File: src/rtl/cache_bus_arbiter.sv
// cache_bus_arbiter: shares the single memory bus between icache and dcache, one burst at a time.
// Optional macro DCACHE_PRIORITY_EN: dcache always wins simultaneous requests (fixed priority).
module cache_bus_arbiter #(
   parameter int WORDSIZE = 64,
   parameter int TAGWIDTH = 13,
   parameter int BEATS    = 8
) (
   input  logic                clk,
   input  logic                reset,
   input  logic                ic_reqcyc,
   input  logic [WORDSIZE-1:0] ic_req,
   input  logic [TAGWIDTH-1:0] ic_reqtag,
   output logic                ic_reqack,
   output logic                ic_respcyc,
   output logic [WORDSIZE-1:0] ic_resp,
   output logic [TAGWIDTH-1:0] ic_resptag,
   input  logic                ic_respack,
   input  logic                dc_reqcyc,
   input  logic [WORDSIZE-1:0] dc_req,
   input  logic [TAGWIDTH-1:0] dc_reqtag,
   output logic                dc_reqack,
   output logic                dc_respcyc,
   output logic [WORDSIZE-1:0] dc_resp,
   output logic [TAGWIDTH-1:0] dc_resptag,
   input  logic                dc_respack,
   output logic                bus_reqcyc,
   output logic [WORDSIZE-1:0] bus_req,
   output logic [TAGWIDTH-1:0] bus_reqtag,
   input  logic                bus_reqack,
   input  logic                bus_respcyc,
   input  logic [WORDSIZE-1:0] bus_resp,
   input  logic [TAGWIDTH-1:0] bus_resptag,
   output logic                bus_respack
);

   localparam int CNTW = $clog2(BEATS) + 1;
   localparam logic [CNTW-1:0] LAST_BEAT = CNTW'(BEATS - 1);
   localparam logic GNT_IC = 1'b0;
   localparam logic GNT_DC = 1'b1;

   typedef enum logic [1:0] {IDLE, REQ, RESP} state_t;

   state_t                state_q, state_d;
   logic                  grant_q, grant_d;
   logic                  last_grant_q, last_grant_d;
   logic [CNTW-1:0]       beat_cnt_q, beat_cnt_d;
   logic                  bus_reqcyc_q, bus_reqcyc_d;
   logic [WORDSIZE-1:0]   bus_req_q, bus_req_d;
   logic [TAGWIDTH-1:0]   bus_reqtag_q, bus_reqtag_d;
   logic                  ic_reqack_q, ic_reqack_d;
   logic                  dc_reqack_q, dc_reqack_d;
   logic                  in_resp;
   logic                  beat_done;
   logic                  pick_dc;

`ifdef DCACHE_PRIORITY_EN
   assign pick_dc = dc_reqcyc;
`else
   // Round-robin: dcache wins a tie only when the icache had the previous grant.
   assign pick_dc = dc_reqcyc && (!ic_reqcyc || (last_grant_q == GNT_IC));
`endif

   // Reset kills the response path in the same cycle it is asserted.
   assign in_resp = (state_q == RESP) && !reset;

   always_comb begin
      ic_respcyc  = 1'b0;
      ic_resp     = '0;
      ic_resptag  = '0;
      dc_respcyc  = 1'b0;
      dc_resp     = '0;
      dc_resptag  = '0;
      bus_respack = 1'b0;
      if (in_resp) begin
         if (grant_q == GNT_DC) begin
            dc_respcyc  = bus_respcyc;
            dc_resp     = bus_resp;
            dc_resptag  = bus_resptag;
            bus_respack = dc_respack;
         end else begin
            ic_respcyc  = bus_respcyc;
            ic_resp     = bus_resp;
            ic_resptag  = bus_resptag;
            bus_respack = ic_respack;
         end
      end
   end

   assign beat_done = in_resp && bus_respcyc && bus_respack;

   always_comb begin
      state_d      = state_q;
      grant_d      = grant_q;
      last_grant_d = last_grant_q;
      beat_cnt_d   = beat_cnt_q;
      bus_reqcyc_d = bus_reqcyc_q;
      bus_req_d    = bus_req_q;
      bus_reqtag_d = bus_reqtag_q;
      ic_reqack_d  = 1'b0;
      dc_reqack_d  = 1'b0;
      case (state_q)
         IDLE: begin
            if (ic_reqcyc || dc_reqcyc) begin
               grant_d      = pick_dc ? GNT_DC : GNT_IC;
               last_grant_d = pick_dc ? GNT_DC : GNT_IC;
               bus_req_d    = pick_dc ? dc_req : ic_req;
               bus_reqtag_d = pick_dc ? dc_reqtag : ic_reqtag;
               bus_reqcyc_d = 1'b1;
               state_d      = REQ;
            end
         end
         REQ: begin
            if (bus_reqack) begin
               bus_reqcyc_d = 1'b0;
               ic_reqack_d  = (grant_q == GNT_IC);
               dc_reqack_d  = (grant_q == GNT_DC);
               state_d      = RESP;
            end
         end
         RESP: begin
            if (beat_done) begin
               if (beat_cnt_q == LAST_BEAT) begin
                  beat_cnt_d = '0;
                  state_d    = IDLE;
               end else begin
                  beat_cnt_d = beat_cnt_q + CNTW'(1);
               end
            end
         end
         default: state_d = IDLE;
      endcase
   end

   always_ff @(posedge clk) begin
      if (reset) begin
         state_q      <= IDLE;
         grant_q      <= GNT_IC;
         last_grant_q <= GNT_DC;
         beat_cnt_q   <= '0;
         bus_reqcyc_q <= 1'b0;
         bus_req_q    <= '0;
         bus_reqtag_q <= '0;
         ic_reqack_q  <= 1'b0;
         dc_reqack_q  <= 1'b0;
      end else begin
         state_q      <= state_d;
         grant_q      <= grant_d;
         last_grant_q <= last_grant_d;
         beat_cnt_q   <= beat_cnt_d;
         bus_reqcyc_q <= bus_reqcyc_d;
         bus_req_q    <= bus_req_d;
         bus_reqtag_q <= bus_reqtag_d;
         ic_reqack_q  <= ic_reqack_d;
         dc_reqack_q  <= dc_reqack_d;
      end
   end

   assign bus_reqcyc = bus_reqcyc_q && !reset;
   assign bus_req    = bus_req_q;
   assign bus_reqtag = bus_reqtag_q;
   assign ic_reqack  = ic_reqack_q;
   assign dc_reqack  = dc_reqack_q;

endmodule

File: config.mk
export PLATFORM = sky130hd
export DESIGN_NAME = cache_bus_arbiter
export DESIGN_NICKNAME = d
export VERILOG_FILES = /design/src/rtl/cache_bus_arbiter.sv
export SDC_FILE = /design/constraint.sdc
export NUM_CORES = 1
export LEC_CHECK = 0
export BUFFER_PORTS_ARGS = -buffer_cell sky130_fd_sc_hd__buf_2
export CAP_MARGIN = 30
export CELL_PAD_IN_SITES_DETAIL_PLACEMENT = 2
export CELL_PAD_IN_SITES_GLOBAL_PLACEMENT = 2
export CORE_AREA = 3 3 182 184
export CTS_BUF_LIST = sky130_fd_sc_hd__clkbuf_16
export DETAILED_ROUTE_END_ITERATION = 6
export DIE_AREA = 0 0 185 187
export MAX_ROUTING_LAYER = met4
export PLACE_DENSITY = 0.83
export SLEW_MARGIN = 20
export SYNTH_ARGS = -nofsm -noshare
export SYNTH_HDL_FRONTEND = slang
export SYNTH_SLANG_ARGS = --single-unit
export TNS_END_PERCENT = 1
File: constraint.sdc
create_clock -name clk -period 2.1 [get_ports clk]
set_clock_uncertainty 0.15 [all_clocks]
set_input_delay 0.105 -clock clk [delete_from_list [all_inputs] [get_ports clk]]
set_output_delay 0.105 -clock clk [all_outputs]
set_load 0.05 [all_outputs]
==> results of run 1 <==
[critical path: cells and delay by family, from the launching register on]
kind,cells,cell delay (ns)
buffers and inverters,4,0.57
and+or+nand+nor,3,0.67
DFF,1,0.35
[path summary, 6_finish.rpt]
check                           slack (ns)           end  cells after the start         start
worst max-delay path                 -0.09   ic_resp[58]                      7    state_q[0]
worst min-delay path                  0.01   bus_req[51]                      3    ic_req[51]
worst max register to register       -0.02   bus_req[46]                      6  last_grant_q
worst min register to register        0.31  bus_reqcyc_q                      2  bus_reqcyc_q
[state kept, by name, summed over array words and instances, names as in the netlist]
| name | cells |
|---|---|
| bus_req | 64 |
| bus_reqtag | 13 |
| beat_cnt_q | 4 |
| state_q | 2 |
| bus_reqcyc_q | 1 |
| dc_reqack | 1 |
| grant_q | 1 |
| ic_reqack | 1 |
| last_grant_q | 1 |
[placed cells by master (no fill, tap or decap), types with 2 or more instances in the layout]
| cell | n |
|---|---|
| bufinv_16 | 2 |
| a21oi_1 | 82 |
| diode_2 | 4 |
| and3_1 | 76 |
| nand3b_1 | 2 |
| dfxtp_2 | 2 |
| dlygate4sd3_1 | 96 |
| dfxtp_1 | 84 |
| dlymetal6s4s_1 | 8 |
| dfxtp_4 | 2 |
| nand2_1 | 4 |
| nand3_1 | 3 |
| buf_2 | 321 |
| and2_1 | 35 |
| buf_4 | 25 |
| buf_8 | 36 |
| inv_6 | 2 |
| clkbuf_4 | 2 |
| a211oi_1 | 34 |
| clkbuf_16 | 10 |
| and2_4 | 43 |
| and3_4 | 2 |
| o31ai_1 | 2 |
| nor2b_1 | 3 |
| nor2_4 | 3 |
| inv_1 | 2 |
| nor3_1 | 2 |
| buf_12 | 17 |
| buf_16 | 4 |
| buf_6 | 100 |
| mux2i_1 | 79 |
| a211oi_2 | 44 |
[timing repair]
item,CTS,global route
pin swaps,18,27
endpoints found under the hold margin,65,0
gates resized for setup,276,124
setup endpoints to repair,151,194
hold buffers,104,0
buffers inserted,6,2
cloned,4,1
[routing by layer]
layer / GRT usage, % / up-vias / share of wire (%)
met5: - / - / 0
met4: 6.15 / 0 / 3.2
met3: 4.06 / 71 / 4.9
met2: 36.4 / 289 / 54
met1: 20.2 / 3483 / 38
li1: - / 3261 / -
[kinds of logic after synthesis]
group,count (synthesis),share of synthesized area (%)
buf+inv,73,7.03
mux,81,15.3
compound gates,165,22.4
fa+ha+maj,1,0.236
simple gates,185,21.8
flops,88,33.2
[cell type report]
| type | instances | area (um2) | share of cell area [%] |
|---|---|---|---|
| Clock buffer | 9 | 225 | 2.04 |
| Timing Repair Buffer | 610 | 5010 | 45.5 |
| Tap cell | 402 | 503 | 4.56 |
| Sequential cell | 88 | 1770 | 16.1 |
| Inverter | 1 | 3.75 | 0.0341 |
| Clock inverter | 7 | 93.8 | 0.851 |
| Multi-Input combinational cell | 432 | 3400 | 30.9 |
| Antenna cell | 4 | 10.0 | 0.0908 |
[metrics by stage]
step	hold WS (ns)	total power [mW]	std cells	area [um2]	util, %
2_1_floorplan	0.141	3.56	593	5310	-
3_3_place_gp	0.226	4.27	1416	8200	26.0
3_5_place_dp	0.226	4.33	1416	8200	26.0
4_1_cts	0.00118	6.47	1546	10500	33.3
5_1_grt	0.00536	6.86	1553	11000	34.9
6_report	0.0101	6.54	1553	11000	34.9
[where the power goes]
group	switching (mW)	internal (mW)	total [mW]	leakage, nW
Sequential	0.120	1.87	1.99	0.732
Combinational	1.75	0.984	2.73	4.52
Clock	0.760	1.05	1.81	0.159
==> flow_metrics.py, run 1 <==
metrics = {
    "outcome": {
        "status": "complete, but fails checks",
        "violations": "setup timing",
    },
    "floorplanning": {
        "num_io_pins": 476,
        "start_util_pct": 16.8,
        "die_area_um2": 34600,
        "die_y_um": 187,
        "core_um2": 31600,
        "rows": 65,
        "fp.dieW_um": 185,
    },
    "final_layout": {
        "drive_gt1_share_pct": 54.5,
        "syn_to_final_growth_pct": 108,
        "n_fill_cell": 3489,
        "fin_nets": 1382,
    },
    "placed_design": {
        "numPortBuffers": 475,
        "post-place-ws_ns": 0.0690,
        "dp_hpwl_um": 21800,
        "gp_congestion": 0.839,
    },
    "worst_setup_path": {
        "critical_path.endpoint_type": "output port",
        "path_common_cell": "buf_6",
        "arrival_ns": 1.94,
        "crit_required_ns": 1.85,
        "crit_path_start_kind": "flop",
        "critPathMaxFanout": 10,
        "max_stage_delay_ns": 0.39,
        "crit_slowest_cell": "or3b_4",
        "worstPathCellList": "or3b_4 -> nor2_4 -> buf_6 -> buf_6 -> buf_16 -> and2_1 -> buf_6",
        "critical_path_class": "flop to output port",
    },
    "power_and_ir_drop": {
        "peakVddDrop_uv": 341,
        "p_leak_nw": 5.41,
        "p_per_area_nw_per_um2": 593,
    },
    "routing": {
        "drcViolationCount": 0,
        "routed_via_density": 4.57,
        "drt-wirelength-per-cell_um": 22.9,
        "dr.pass1.iters": 4,
        "wirelength_um": 35600,
        "antenna_left": 0,
        "drt_iter0_markers": 220,
        "vias": 7104,
    },
    "yosys": {
        "synth_cell_types": 37,
        "ys_seq_area_share_pct": 33.2,
        "syn_area_um2": 5310,
        "synthFlopType": "dfxtp_1",
        "syn_nets": 833,
        "syn_inst": 593,
        "yosysMostFrequentCell": "dfxtp_1",
        "synth_edf_count": 0,
        "synth_common_cells": "88 x dfxtp_1, 82 x a21oi_1, 79 x mux2i_1, 78 x and2_1, 78 x and3_1",
        "avgSynthCellArea_um2": 8.95,
        "ys_seq_elements": 88,
        "synthTopCellsByArea": "dfxtp_1 33%, mux2i_1 15%, and2_1 9.2%, and3_1 9.2%, a21oi_1 7.7%",
        "synth.top_cell.area_share_pct": 33.2,
        "yosys.area.top_type": "dfxtp_1",
        "async_flop_share_pct": 0,
        "yosysWarnings": 0,
    },
    "grt": {
        "grt_usage_pct": 19.5,
        "grt_first_pass_wirelength_um": 50700,
        "antenna_found_initial": 4,
        "grt_pass1_vias": 8192,
        "grt_max_degree": 79,
        "overflow": 0,
    },
    "clock_tree": {
        "htreeDepth": 3,
        "cts_tree": "done",
        "clk_pin_slew_ns": 0.07,
        "cts_made_buffers": 9,
        "cts_root_buf": "clkbuf_16",
        "clock-sinks": 88,
        "clockBufferDepth": 2,
        "insertion_delay_ns": 0.34,
    },
    "timing": {
        "slew_headroom_pct": 61.8,
        "drv_slew": 0,
        "finalHoldViolCount": 0,
        "setup_viol": 58,
        "setup_ws_ns": -0.0903,
        "period_needed_ns": 2.19,
        "fin_crit_sh_pct": 104,
        "worst_pin_slew_ns": 0.566,
        "max_freq_mhz": 457,
        "rsz0062_at_grt": "yes",
        "tns_ns": -2.00,
    },
    "hold_path": {
        "hp-class": "input port to flop",
    },
    "run": {
        "maxCapViolCount": 0,
    },
}
(Power assumes the default switching activity.)
==> inputs of run 2 (changes only) <==
==> constraint.sdc (replaced) <==
create_clock -name clk -period 2.4 [get_ports clk]
set_clock_uncertainty 0.15 [all_clocks]
set_input_delay 0.12 -clock clk [delete_from_list [all_inputs] [get_ports clk]]
set_output_delay 0.12 -clock clk [all_outputs]
set_load 0.05 [all_outputs]
==> flow_metrics.py, run 2 (same netlist as run 1, synthesis figures left out) <==
metrics = {
    "outcome": {
        "status": "finished clean",
    },
    "power_and_ir_drop": {
        "peakVddDrop_uv": 308,
        "p_per_area_nw_per_um2": 599,
        "p_leak_nw": 4.86,
        "p_total_mw": 5.47,
    },
    "timing": {
        "setup_viol": 0,
        "fin_crit_sh_pct": 97.0,
        "setup_ws_ns": 0.0724,
        "slew_headroom_pct": 39.7,
        "tns_ns": 0,
        "worst_pin_slew_ns": 0.905,
        "finalHoldViolCount": 0,
        "period_needed_ns": 2.33,
        "drv_slew": 0,
        "max_freq_mhz": 430,
    },
    "clock_tree": {
        "cts_tree": "done",
        "clk_pin_slew_ns": 0.08,
        "insertion_delay_ns": 0.34,
        "cts_root_buf": "clkbuf_16",
        "htreeDepth": 3,
        "clockBufferDepth": 2,
        "clock-sinks": 88,
        "cts_made_buffers": 9,
    },
    "routing": {
        "drt-wirelength-per-cell_um": 20.2,
        "dr.pass1.iters": 4,
        "drt_iter0_markers": 189,
        "vias": 6690,
        "wirelength_um": 30300,
        "routed_via_density": 4.46,
        "drcViolationCount": 0,
        "antenna_left": 0,
    },
    "worst_setup_path": {
        "critical_path_class": "input port to flop",
        "max_stage_delay_ns": 0.58,
        "reg2reg_depth": 5,
        "r2r_end": "bus_req[29]",
        "r2r_slack_ns": 0.21,
        "worstPathCellList": "dlygate4sd3_1 -> buf_2 -> a21boi_4 -> clkbuf_16 -> mux2i_1 -> dlygate4sd3_1 -> a211oi_1",
        "r2r_start": "last_grant_q",
        "crit_required_ns": 2.48,
        "arrival_ns": 2.41,
        "crit_slowest_cell": "dlygate4sd3_1",
        "critPathMaxFanout": 32,
        "critPathBufInv": 4,
        "crit_family": "buffers and inverters",
        "critical_path.endpoint_type": "flop",
        "path_common_cell": "dlygate4sd3_1",
        "crit_path_start_kind": "input port",
    },
    "floorplanning": {
        "die_area_um2": 34600,
        "fp.dieW_um": 185,
        "die_y_um": 187,
        "num_io_pins": 476,
        "start_util_pct": 16.8,
        "core_um2": 31600,
        "rows": 65,
    },
    "run": {
        "maxCapViolCount": 0,
    },
    "final_layout": {
        "drive_gt1_share_pct": 49.9,
        "layout_common_cells": "458 x buf_2, 86 x dfxtp_1, 82 x a21oi_1, 79 x mux2i_1, 78 x and3_1",
        "largest_reg_flops": 64,
        "multi_input_area_um2": 3200,
        "layout_commonest_cell": "buf_2",
        "syn_to_final_growth_pct": 72.0,
        "fin_nets": 1334,
        "fin_util_pct": 28.9,
        "diodes": 0,
        "ff_latch_area_um2": 1760,
        "n_fill_cell": 3681,
    },
    "grt": {
        "grt_max_degree": 80,
        "grt_first_pass_wirelength_um": 44200,
        "grt_usage_pct": 16.8,
        "antenna_found_initial": 0,
        "overflow": 0,
        "grt_pass1_vias": 7468,
    },
    "hold_path": {
        "holdPathStages": 3,
        "hp-class": "input port to flop",
        "hp-start": "dc_req[33]",
        "hold_end": "bus_req[33]",
    },
    "placed_design": {
        "numPortBuffers": 475,
        "gp_congestion": 0.854,
        "post-place-ws_ns": 0.301,
        "dp_hpwl_um": 21900,
    },
}
-- run 2: cell count changes in the layout (fill, tap and decap cells not counted), moves of 8 or more --
cell            change
a211oi_1           +14
and2_1             +42
buf_12             -13
a211oi_2           -14
dlygate4sd3_1      -23
buf_8              -36
buf_4              -13
buf_2             +137
clkbuf_4           +11
dlymetal6s4s_1      -8
buf_6              -99
and2_4             -42
-- run 2: per-layer routing --
metal | up-vias | GRT usage, % | share of wire [%] | routed length, um
li1 | 3154 | - | - | -
met1 | 3246 | 16.8 | 37 | 11200
met2 | 262 | 33.0 | 55 | 16800
met3 | 28 | 3.56 | 6.1 | 1830
met4 | 0 | 3.61 | 1.6 | 478
met5 | - | - | 0 | 0
-- run 2: layout make-up --
class	count	area share [%]
Inverter	1	0.0411
Clock inverter	7	1.11
Sequential cell	88	19.3
Tap cell	402	5.51
Timing Repair Buffer	562	36.4
Clock buffer	9	2.47
Multi-Input combinational cell	432	35.1
-- run 2: worst max-delay path by stage --
stage / cells past startpoint / start / endpoint / slack (ns)
after floorplan: 3 / state_q[1] / ic_respcyc / 0.23
after global placement: 5 / state_q[1] / ic_resp[46] / 0.37
after detailed placement: 5 / state_q[1] / ic_resp[60] / 0.30
after CTS: 5 / state_q[1] / ic_resptag[9] / 0.0003
after global routing: 5 / state_q[0] / ic_resp[43] / -0.0004
final: 7 / ic_reqcyc / bus_req[29] / 0.07
-- run 2: worst min-delay path, cell delays in order --
cell and delay [ns]:
buf_2 0.10, mux2i_1 0.14, a211oi_1 0.09
-- run 2: timing repair --
action	in CTS	in global routing
pin swaps	0	0
cloned	0	1
resized for setup	4	15
hold endpoints to repair	42	0
setup buffers	0	0
setup endpoints to repair	77	84
hold buffers	73	0
-- run 2: report_power, final --
part | total [mW] | internal [mW] | switching [mW]
registers | 1.74 | 1.64 | 0.103
clock network | 1.60 | 0.928 | 0.674
logic | 2.12 | 0.688 | 1.44
-- run 2: stage by stage --
step	instances	hold WS [ns]	cell area (um2)
global route	1501	0.0110	9130
floorplan	593	0.156	5310
CTS	1500	0.0000523	9080
detailed placement	1411	0.284	8010
global placement	1411	0.275	8010
finish	1501	0.00110	9130
==> inputs of run 3 (changes only) <==
--- a/config.mk
+++ b/config.mk
@@ -9,10 +9,10 @@
 export CAP_MARGIN = 30
 export CELL_PAD_IN_SITES_DETAIL_PLACEMENT = 2
 export CELL_PAD_IN_SITES_GLOBAL_PLACEMENT = 2
-export CORE_AREA = 3 3 182 184
+export CORE_AREA = 5 5 184 186
 export CTS_BUF_LIST = sky130_fd_sc_hd__clkbuf_16
 export DETAILED_ROUTE_END_ITERATION = 6
-export DIE_AREA = 0 0 185 187
+export DIE_AREA = 0 0 189 191
 export MAX_ROUTING_LAYER = met4
 export PLACE_DENSITY = 0.83
 export SLEW_MARGIN = 20
==> flow_metrics.py, run 3 (same netlist as run 1, synthesis figures left out) <==
metrics = {
    "worst_setup_path": {
        "critical_path_class": "input port to flop",
        "reg2reg_depth": 5,
        "crit_path_start_kind": "input port",
        "r2r_slack_ns": 0.20,
        "critPathMaxFanout": 45,
        "r2r_end": "last_grant_q",
        "critical_path.endpoint_type": "flop",
        "crit_required_ns": 2.50,
        "r2r_start": "state_q[0]",
        "arrival_ns": 2.44,
    },
    "final_layout": {
        "drive_gt1_share_pct": 49.3,
        "syn_to_final_growth_pct": 74.2,
        "layout_commonest_cell": "buf_2",
        "layout_common_cells": "471 x buf_2, 86 x dfxtp_1, 85 x dlygate4sd3_1, 82 x a21oi_1, 79 x mux2i_1",
        "multi_input_area_um2": 3200,
        "final_cells": 1521,
        "post-route-cell-area_um2": 9250,
        "n_fill_cell": 3712,
        "fin_nets": 1346,
        "ff_latch_area_um2": 1760,
        "largest_reg_flops": 64,
        "fin_util_pct": 28.8,
    },
    "grt": {
        "grt_first_pass_wirelength_um": 45000,
        "antenna_found_initial": 2,
        "grt_pass1_vias": 7572,
        "overflow": 0,
        "grt_usage_pct": 16.2,
        "grt_max_degree": 83,
    },
    "power_and_ir_drop": {
        "peakVddDrop_uv": 297,
        "p_total_mw": 5.42,
        "p_per_area_nw_per_um2": 586,
        "p_leak_nw": 4.92,
    },
    "routing": {
        "dr.pass1.iters": 4,
        "routed_via_density": 4.46,
        "drcViolationCount": 0,
        "drt_iter0_markers": 190,
        "drt-wirelength-per-cell_um": 20.3,
        "antenna_left": 0,
        "vias": 6789,
        "wirelength_um": 30900,
    },
    "floorplanning": {
        "rows": 66,
        "num_io_pins": 476,
        "fp.dieW_um": 189,
        "die_y_um": 191,
        "core_um2": 32100,
        "die_area_um2": 36100,
        "start_util_pct": 16.5,
    },
    "hold_path": {
        "holdPathStages": 3,
        "hp-class": "input port to flop",
        "hold_end": "bus_req[20]",
        "hp-start": "ic_req[20]",
    },
    "timing": {
        "worst_pin_slew_ns": 0.935,
        "slew_headroom_pct": 37.7,
        "setup_viol": 0,
        "rsz0062_at_grt": "no",
        "finalHoldViolCount": 0,
        "drv_slew": 0,
        "period_needed_ns": 2.34,
        "max_freq_mhz": 428,
        "tns_ns": 0,
        "fin_crit_sh_pct": 97.4,
    },
    "outcome": {
        "status": "finished clean",
    },
    "placed_design": {
        "gp_congestion": 0.860,
        "dpl_cell_area_um2": 8040,
        "dp_hpwl_um": 22300,
        "numPortBuffers": 475,
        "place_inst": 1417,
    },
    "clock_tree": {
        "clockBufferDepth": 2,
        "clock-sinks": 88,
        "post-cts-setup-buffer-count": 0,
        "cts_tree": "done",
        "cts_made_buffers": 9,
        "insertion_delay_ns": 0.34,
        "clk_pin_slew_ns": 0.08,
        "htreeDepth": 3,
        "cts_root_buf": "clkbuf_16",
    },
    "run": {
        "maxCapViolCount": 0,
    },
}
==> run 3: layout make-up <==
type,instances,share of cell area [%]
Antenna cell,2,0.0541
Clock buffer,9,2.44
Clock inverter,7,0.934
Inverter,1,0.0406
Multi-Input combinational cell,432,34.7
Sequential cell,88,19.1
Tap cell,408,5.52
Timing Repair Buffer,574,37.3
==> run 3: worst max-delay path by stage <==
stage          startpoint              to  slack, ns
3_3_place_gp   state_q[1]   ic_resptag[3]       0.38
4_1_cts        state_q[1]  ic_resptag[10]      0.001
5_1_grt        state_q[0]      ic_resp[8]      0.001
3_5_place_dp   state_q[1]     ic_resp[13]       0.28
6_report        ic_reqcyc     bus_req[48]       0.06
2_1_floorplan  state_q[1]      ic_respcyc       0.23
==> run 3: stage by stage <==
stage / hold slack [ns] / worst slack, ns
2_1_floorplan: 0.156 / 0.230
3_3_place_gp: 0.278 / 0.381
3_5_place_dp: 0.279 / 0.281
4_1_cts: 0.00302 / 0.00112
5_1_grt: 0.00854 / 0.00145
6_report: 0.00441 / 0.0618
==> run 3: routing by layer <==
metal | track usage [%] | part of all wire (%) | vias to the layer above
met5 | - | 0 | -
met4 | 4.96 | 2.5 | 0
met3 | 4.51 | 6.9 | 48
met2 | 30.0 | 54 | 287
met1 | 16.7 | 37 | 3270
li1 | - | - | 3184
==> run 3: power by group <==
part	total [mW]	leakage, nW	switching (mW)	internal (mW)
logic	2.16	4.04	1.44	0.715
registers	1.75	0.731	0.108	1.64
clock network	1.52	0.154	0.686	0.831
==> run 3: timing repair <==
action | 4_1_cts | 5_1_grt
hold buffers | 82 | 3
endpoints found under the hold margin | 45 | 2
setup endpoints to repair | 77 | 77
gates cloned | 0 | 1
resized for setup | 2 | 3
==> run 3: worst max-delay path, cell delays in order <==
cell           delay (ns)
dlygate4sd3_1        0.55
buf_2                0.16
a21boi_4             0.22
buf_12               0.34
mux2i_1              0.14
dlygate4sd3_1        0.59
a211oi_1             0.29
